==> src/rtl/or8_rr_arbiter_pkg.sv <==
`default_nettype none
// ============================================================================
//  Module   : xiphos_arb_pkg
//  Purpose  : Shared types, constants and the rotating-priority pick helper
//             for the 8-way round-robin arbiter.
//  Revision : 1.0  initial release
// ============================================================================
package xiphos_arb_pkg;

   localparam int ARB_N   = 8;
   localparam int ARB_IDW = 3;

   typedef enum logic {ARB_IDLE, ARB_GRANT} arb_state_t;

   // Scan ptr, ptr+1, ... (mod 8); return {found, index of first set bit}.
   function automatic logic [ARB_IDW:0] rr_pick(input logic [ARB_N-1:0]   req,
                                                input logic [ARB_IDW-1:0] ptr);
      logic               found;
      logic [ARB_IDW-1:0] idx;
      logic [ARB_IDW-1:0] cand;
      found = 1'b0;
      idx   = '0;
      for (int k = 0; k < ARB_N; k++) begin
         cand = ptr + ARB_IDW'(k);
         if (!found && req[cand]) begin
            found = 1'b1;
            idx   = cand;
         end
      end
      return {found, idx};
   endfunction

endpackage
`default_nettype wire

==> src/rtl/or8_rr_arbiter_or8way.sv <==
`default_nettype none
// ============================================================================
//  Module   : OR8Way
//  Purpose  : 8-input OR reduction; flags that at least one request is set.
//  Revision : 1.0  initial release
// ============================================================================
module OR8Way (
   input  logic [7:0] X,
   output logic       OUT
);

   assign OUT = |X;

endmodule
`default_nettype wire

==> src/rtl/or8_rr_arbiter.sv <==
`default_nettype none
// ============================================================================
//  Module   : or8_rr_arbiter
//  Purpose  : 8-requester round-robin arbiter with registered one-hot grant,
//             hold-until-release ownership and back-to-back handover.
//  Options  : define ARB_TIMEOUT_EN to revoke a grant held for HOLD_MAX
//             consecutive cycles (TIMEOUT pulses); otherwise TIMEOUT is 0.
//  Revision : 1.0  initial release
// ============================================================================
module or8_rr_arbiter
   import xiphos_arb_pkg::*;
#(
   parameter int N        = ARB_N,
   parameter int HOLD_MAX = 16
) (
   input  logic               CLK,
   input  logic               RST,
   input  logic [N-1:0]       REQ,
   output logic [N-1:0]       GNT,
   output logic [ARB_IDW-1:0] GNT_ID,
   output logic               BUSY,
   output logic               TIMEOUT
);

   // Elaboration-time guard: the OR8Way front end fixes the width at 8.
   if (N != ARB_N || HOLD_MAX < 2) begin : g_param_check
      $error("or8_rr_arbiter: N must be 8 and HOLD_MAX must be >= 2");
   end

   arb_state_t         r_state,  w_state_nxt;
   logic [N-1:0]       r_gnt,    w_gnt_nxt;
   logic [ARB_IDW-1:0] r_gnt_id, w_gnt_id_nxt;
   logic [ARB_IDW-1:0] r_ptr,    w_ptr_nxt;
   logic               r_busy;
   logic               w_any_req;
   logic               w_found;
   logic [ARB_IDW-1:0] w_win;
   logic               w_owner_req;
   logic               w_expire;

   OR8Way u_or8way (
      .X   (REQ),
      .OUT (w_any_req)
   );

   // The current owner is masked out so a release or revoke hands over to
   // someone else; in IDLE r_gnt is zero so the mask is a no-op.
   assign {w_found, w_win} = rr_pick(REQ & ~r_gnt, r_ptr);
   assign w_owner_req      = REQ[r_gnt_id];

`ifdef ARB_TIMEOUT_EN
   localparam int c_hcw = $clog2(HOLD_MAX);

   logic [c_hcw-1:0] r_hc;
   logic             r_timeout;
   logic             w_hc_clr;

   assign w_expire = (r_state == ARB_GRANT) && w_owner_req &&
                     (r_hc == c_hcw'(HOLD_MAX - 1));
   // Every fresh grant (including re-grant after a revoke) restarts the count.
   assign w_hc_clr = (r_state == ARB_IDLE) || !w_owner_req || w_expire;

   // Hold counter and one-cycle revoke pulse.
   always_ff @(posedge CLK) begin
      if (RST) begin
         r_hc      <= '0;
         r_timeout <= 1'b0;
      end else begin
         r_timeout <= w_expire;
         if (w_hc_clr)
            r_hc <= '0;
         else
            r_hc <= r_hc + c_hcw'(1);
      end
   end

   assign TIMEOUT = r_timeout;
`else
   assign w_expire = 1'b0;
   assign TIMEOUT  = 1'b0;
`endif

   // State, grant, owner index, priority pointer and busy registers.
   always_ff @(posedge CLK) begin
      if (RST) begin
         r_state  <= ARB_IDLE;
         r_gnt    <= '0;
         r_gnt_id <= '0;
         r_ptr    <= '0;
         r_busy   <= 1'b0;
      end else begin
         r_state  <= w_state_nxt;
         r_gnt    <= w_gnt_nxt;
         r_gnt_id <= w_gnt_id_nxt;
         r_ptr    <= w_ptr_nxt;
         r_busy   <= |w_gnt_nxt;
      end
   end

   // Next-state: grant from IDLE, hold, hand over, re-grant or go idle.
   always_comb begin
      w_state_nxt  = r_state;
      w_gnt_nxt    = r_gnt;
      w_gnt_id_nxt = r_gnt_id;
      w_ptr_nxt    = r_ptr;
      case (r_state)
         ARB_IDLE: begin
            if (w_any_req) begin
               w_state_nxt  = ARB_GRANT;
               w_gnt_nxt    = N'(1) << w_win;
               w_gnt_id_nxt = w_win;
               w_ptr_nxt    = w_win + ARB_IDW'(1);
            end
         end
         ARB_GRANT: begin
            if (!w_owner_req || w_expire) begin
               if (w_found) begin
                  w_gnt_nxt    = N'(1) << w_win;
                  w_gnt_id_nxt = w_win;
                  w_ptr_nxt    = w_win + ARB_IDW'(1);
               end else if (w_expire) begin
                  // Nobody else waiting: the revoked owner keeps the resource.
                  w_ptr_nxt    = r_gnt_id + ARB_IDW'(1);
               end else begin
                  w_state_nxt  = ARB_IDLE;
                  w_gnt_nxt    = '0;
               end
            end
         end
         default: begin
            w_state_nxt = ARB_IDLE;
            w_gnt_nxt   = '0;
         end
      endcase
   end

   assign GNT    = r_gnt;
   assign GNT_ID = r_gnt_id;
   assign BUSY   = r_busy;

endmodule
`default_nettype wire
==> config.mk <==
export PLATFORM = sky130hd
export DESIGN_NAME = or8_rr_arbiter
export DESIGN_NICKNAME = d
export VERILOG_FILES = /design/src/rtl/or8_rr_arbiter_pkg.sv /design/src/rtl/or8_rr_arbiter_or8way.sv /design/src/rtl/or8_rr_arbiter.sv
export SDC_FILE = /design/constraint.sdc
export NUM_CORES = 1
export LEC_CHECK = 0
export ABC_AREA = 1
export ABC_CLOCK_PERIOD_IN_PS = 5350
export CAP_MARGIN = 20
export CORE_ASPECT_RATIO = 0.9
export CORE_MARGIN = 4
export CORE_UTILIZATION = 55
export DETAILED_ROUTE_END_ITERATION = 8
export PLACE_DENSITY = 0.79
export SETUP_SLACK_MARGIN = 0.5
export SYNTH_ARGS = -nofsm -noshare
export SYNTH_HDL_FRONTEND = slang
export SYNTH_SLANG_ARGS = --single-unit
==> constraint.sdc <==
create_clock -name CLK -period 5.35 [get_ports CLK]
set_input_delay 0.8025 -clock CLK [delete_from_list [all_inputs] [get_ports CLK]]
set_output_delay 0.8025 -clock CLK [all_outputs]
set_load 0.02 [all_outputs]
### Yosys cells after proc, flatten, opt, wreduce, memory -nomap -nowiden

Cells that the tools add are included.

| word-level totals | value |
|---|---|
| flip-flop bits (word level) | 16 |
| latch bits | 0 |
| memory bits (writable) | 0 |
| ROM bits | 0 |
| input bits | 10 |
| output and inout bits | 13 |
| logic and storage cells | 96 |
| memories kept | 0 |

| operators by class | value |
|---|---|
| $add $sub $neg | 8 |
| multipliers | 0 |
| divide/modulo/power cells | 0 |
| $lt $le $gt $ge | 9 |
| equality and inequality tests | 3 |
| shift-type cells | 1 |
| multiplexer cells | 50 |
| bitwise operators | 3 |
| reductions and logical operators | 17 |

Operator list:

| kind | number |
|---|---|
| $mux W3 | 14 |
| $lt A3 B4 Y1 const B | 9 |
| $bmux W1 S3 | 9 |
| $mux W8 | 3 |
| $mux W1 | 20 |
| $pmux W8 S2 | 1 |
| $reduce_or A8 Y1 | 2 |
| $add A3 B3 Y3 const B | 4 |
| $pmux W3 S2 | 2 |
| $and A8 B8 Y8 | 1 |
| $not A8 Y8 | 1 |
| $shl A1 B3 Y8 const A | 1 |
| $logic_and A1 B1 Y1 | 7 |
| $logic_not A1 Y1 | 7 |
| $add A3 B1 Y3 const B | 2 |
| $add A3 B2 Y3 const B | 2 |
| $ne A2 B1 Y1 const B | 2 |
| $reduce_and A3 Y1 | 1 |
| $ne A2 B2 Y1 const B | 1 |
| $pmux W1 S2 | 1 |
| $not A1 Y1 | 1 |

### Depth between registers and ports, before layout

| logic depth | value |
|---|---|
| depth after elaboration | 31 |
| depth in mapped cells | 27 |
| gate-level depth less buffers | 25 |

### By module

From an unflattened synthesis, not the netlist that was laid out.

| unflattened totals | value |
|---|---|
| cells, all modules | 268 |
| area, all modules | 1709.1 µm² |

By module, submodules not included:

| module | times used | cells an instance | area each (µm²) |
|---|---|---|---|
| or8_rr_arbiter | 1 | 253 | 1652.8 |
| OR8Way | 1 | 15 | 56.3 |

### Worst setup path after synthesis

Ideal clock, no wire load.

| path | value |
|---|---|
| path type | reg2reg |
| start | reg r_ptr[0] |
| end | reg r_busy (netlist: BUSY) |
| library setup time | 0.071 ns |
| arrival | 2.961 ns |
| data required time | 5.279 ns |
| setup slack | 2.319 ns |
| stages on the path, launching flop included | 23 |
| buffers on the path | 2 |
| cells stage by stage | dfxtp_1 -> inv_2 -> buf_6 -> ha_1 -> buf_2 -> inv_1 -> nand3_1 -> nand3_2 -> nand2_4 -> nor2_8 -> nand4_4 -> nor2_8 -> nand3_1 -> nor2_1 -> nor2_4 -> nor2_1 -> ha_1 -> o21ai_0 -> o21ai_0 -> inv_1 -> nand3_1 -> nor2_1 -> a21oi_1 |

| on the way | value |
|---|---|
| word-level cells in the longest chain between the ends | 29 |
| elaborated cells between the ends (all ways) | 59 |
| classes of those cells | add/sub: 7; shift: 1; mux: 36; reduce/logical: 15 |

Ends and longest elaborated chain:

| item | line | source |
|---|---|---|
| from (decl) | or8_rr_arbiter.sv:33 | `logic [ARB_IDW-1:0] r_ptr, w_ptr_nxt;` |
| from (signal assigned) | or8_rr_arbiter.sv:95 | `r_ptr <= w_ptr_nxt;` |
| branches (longest 27 deep; another with $add A3 B1 Y3) | - |  |
| $pmux W8 S2 (*) | or8_rr_arbiter.sv:106 | `case (r_state)` |
| $reduce_or A8 Y1 (*) | or8_rr_arbiter.sv:96 | `r_busy <= \|w_gnt_nxt;` |
| to (signal assigned) | or8_rr_arbiter.sv:96 |  |
| to (decl) | or8_rr_arbiter.sv:34 | `logic r_busy;` |

Every way passes the cells marked *. The select of a mux whose other input is x is not followed.
A chain may end at the register's enable or synchronous reset.

### Worst setup path after layout

Same ends and word-level chain as after synthesis.

==> results list <==
- Unique masters post-synth: 36
- Compared with the post-synthesis result, the final layout area differs by 14.2%.
* Antenna Diode Count: 0
- Core Box Area: 3110 sq um
- Core utilization of the finished layout: 0.671
- Total number of clock tree sinks: 16
* Busiest layer in global routing: met2
- Fin crit share: 0.707
- Share of flip-flops with an asynchronous set or reset after synthesis: 0
- The smallest clock period supported by the final layout is computed as 3.78 ns.
* Overall Power: 0.00160 W
* Most common library cell in the layout ignoring fill and taps: nand2_1
- DP Area: 2030 sq um
- Slowest stage cell, crit path: dfxtp_1
- Met2 usage in global routing: 0.367
- Violation count after the first detailed-route iteration: 161
- Buffers inserted by post-CTS timing repair: 0
* Routed wire length per instance: 14.2 microns
* Share of the synthesized netlist area taken by xor and xnor gates: 0.0226
- The hold violation count in the final report is 0.
- In the global route stage, met3 resource usage came out at 0.0342.
* TritonCTS clock tree: yes
- Of the total power, registers draw 0.138.
- Number of top-level pins: 23
- Die height: 62.7 microns
- For this run, design rule violations remaining after detail routing come to 0.
* Wire length of the first global-routing pass: 8030 microns
- The number of antenna violations at the first check in global routing was 0.
- # nets final: 319
* Cell seen most often among critical-path stages: nand2_1
* Fin Setup TNS: 0 ns
- Critical path endpoint category: flip-flop
- GR met1 Demand/Resource: 0.356
- Number of iterations in the first detailed-routing pass: 5
- The share of the synthesized area in compound gates (AO/OA/AOI/OAI) is 0.116.
- Total setup violations reported at the end of the flow: 0
- Synthesis Warnings: 0
* Syn Inst Count: 284
- Total routing resource utilization after global routing: 0.238
* Number of enable-type register cells in the synthesized netlist: 0
- Max Freq: 264 MHz
- Final design instance area without fill: 2090 sq um
- Total standard cell area after synthesis: 1830 sq um
* Largest voltage drop on the vdd net: 0.490 mV
- The count of nets left with antenna violations once routing finished came out at 0.
- Wires add up to 4900 microns.
- Of the total power, the clock network draws 0.069.
* Share of synthesized cell area in and, or, nand and nor gates: 0.524
- For this design the static power due to leakage is 0.972 nW.
- When the netlist entered floorplanning its net count stood at 300.
- Relative slew slack: 0.613
- Adder-Cell Fraction of Synth Area: 0.0411
- In this run the clock root is driven by a clkbuf_8.
* Largest buffer count on any clock path: 2
* Routability congestion estimate from global placement: 0.899
- By area, the combinational part of the netlist is dominated by simple AND/OR/NAND/NOR gates.
- After clock tree synthesis, the flow added hold-fix buffers numbering 0.
- At the worst endpoint, the arrival time is 3.91 ns.
- Launching element type of the critical path: flip-flop
- Slew of the pin with the lowest slew margin: 0.580 ns
* H-tree Lvls: 1
- The die covers 4310 sq um.
- Entering global routing, the biggest net connects 16 pins.
- DP HPWL: 3940 microns
* Sequential fraction of the synthesis area: 0.175
* Worst-Skew Late Latency: 0.25 ns
- Clock skew: 0.00360 ns
- Die X: 68.8 microns
- Status: complete, no violations
* Relative contribution of combinational cells to total power: 0.793
- After floorplanning, the core was divided into 19 placement rows.
- Congestion Overflow GR: 0
* Synth Area per Inst: 6.44 sq um
- Synthesis inferred 16 register bits.
* Maximum single-stage delay on the critical path: 0.69 ns
* HP Class: reg2reg
* RSZ-0062 raised after global routing: false
* Net switching power figure: 0.000960 W
- The worst setup path is of the reg2reg kind.
- After detailed routing, the number of vias per cell comes to 5.65.
* Most used flip-flop cell after synthesis: dfxtp_1
- For this block, the via count after detailed routing is 1942.
* Share of total power consumed by net switching: 0.599
* Layout cell share with drive strength beyond 1: 0.169
- Clk pin slew, worst setup/hold paths: 0.07 ns
- Number of pins with negative max-slew slack in the final report: 0
* Req. time, crit path: 5.47 ns
- Worst hold margin: 0.558 ns
- Counting the fill cells in the layout gives 292.
- Maximum fanout along the worst path: 15
- Max-cap violations in this run came to 0.
- Number of CTS-inserted buffers: 3
- The number of global-route vias before repair is 1736.
- Leaving out fill and tap cells, the most frequent cells in the layout are nand2_1 (53), nand3_1 (41), inv_1 (35).
* Share of cell area taken by muxes after synthesis: 0
- Quantity of I/O buffers inserted on ports: 21
- Register-to-Register Path Depth: 25
- Initial Utilization: 0.587
* Internal power contribution: 0.000644 W
* Hold path depth: 2
* PwrDens: 768 nW/um^2
* Quantity of gates resized following cts: 0
## critical path, delay by kind of cell, from the launching register on
| kind | cells | cell delay [ns] |
|---|---|---|
| adder cells (fa/ha/maj) | 2 | 0.65 |
| AND/OR/NAND/NOR | 15 | 1.29 |
| buffers and inverters | 5 | 0.70 |
| flip-flops | 1 | 0.69 |
| AO/OA/AOI/OAI | 3 | 0.31 |
## cell families after synthesis
group | count (synthesis)
AOI/OAI and AO/OA | 36
xor gates and xnor gates | 3
adders and majority gates | 6
buffers and inverters | 50
DFF | 16
other | 1
and+or+nand+nor | 172
## cells in the mapped netlist (4+ instances only)
cell	instances	area, sq um
ha_1	6	75.1
nor3_1	5	25.0
nand3_1	41	205
nand3_2	19	190
nand2_1	53	199
nor2_1	30	113
inv_2	6	22.5
inv_1	35	131
a21oi_1	14	70.1
nor2_2	7	43.8
dfxtp_1	16	320
o21ai_1	4	20.0
nand4_1	4	25.0
o21ai_0	11	55.1
## path summary, 6_finish.rpt
path	from	endpoint	slack, ns
setup / recovery	r_ptr[0]	BUSY	1.57
hold / removal	GNT_ID[2]	GNT_ID[2]	0.56
setup reg to reg	r_ptr[0]	BUSY	1.57
hold reg to reg	GNT_ID[2]	GNT_ID[2]	0.56
## routing by layer
layer	routed length (microns)	up-vias
met4	21	0
met2	2170	75
li1	-	968
met1	2370	895
met3	334	4
met5	0	-
## power groups by stage
stage	logic (W)	registers, W	clock network (W)
5_1_grt	0.00141	0.000228	0.000116
6_report	0.00127	0.000221	0.000111
2_1_floorplan	0.000980	0.000225	0
4_1_cts	0.00125	0.000220	0.000110
3_3_place_gp	0.00124	0.000222	0
3_5_place_dp	0.00125	0.000222	0
## metrics by stage
step,std cells,worst slack [ns]
detailed placement,340,1.60
global placement,340,1.64
finish,344,1.57
floorplan,284,2.32
global route,344,1.19
CTS,344,1.63
## final cells by class
type                            instances  area [sq um]  area share
Multi-Input combinational cell        218          1290       0.617
Sequential cell                        16           320       0.153
Timing Repair Buffer                   21           210       0.101
Inverter                               43           161      0.0773
Clock buffer                            4          55.1      0.0264
Tap cell                               42          52.6      0.0252
## flip-flops by register name (all words and copies together) (netlist names)
register,flops
r_ptr,3
r_state,1
BUSY,1
GNT_ID,3
GNT,8
Power figures use the tool's default switching activity.
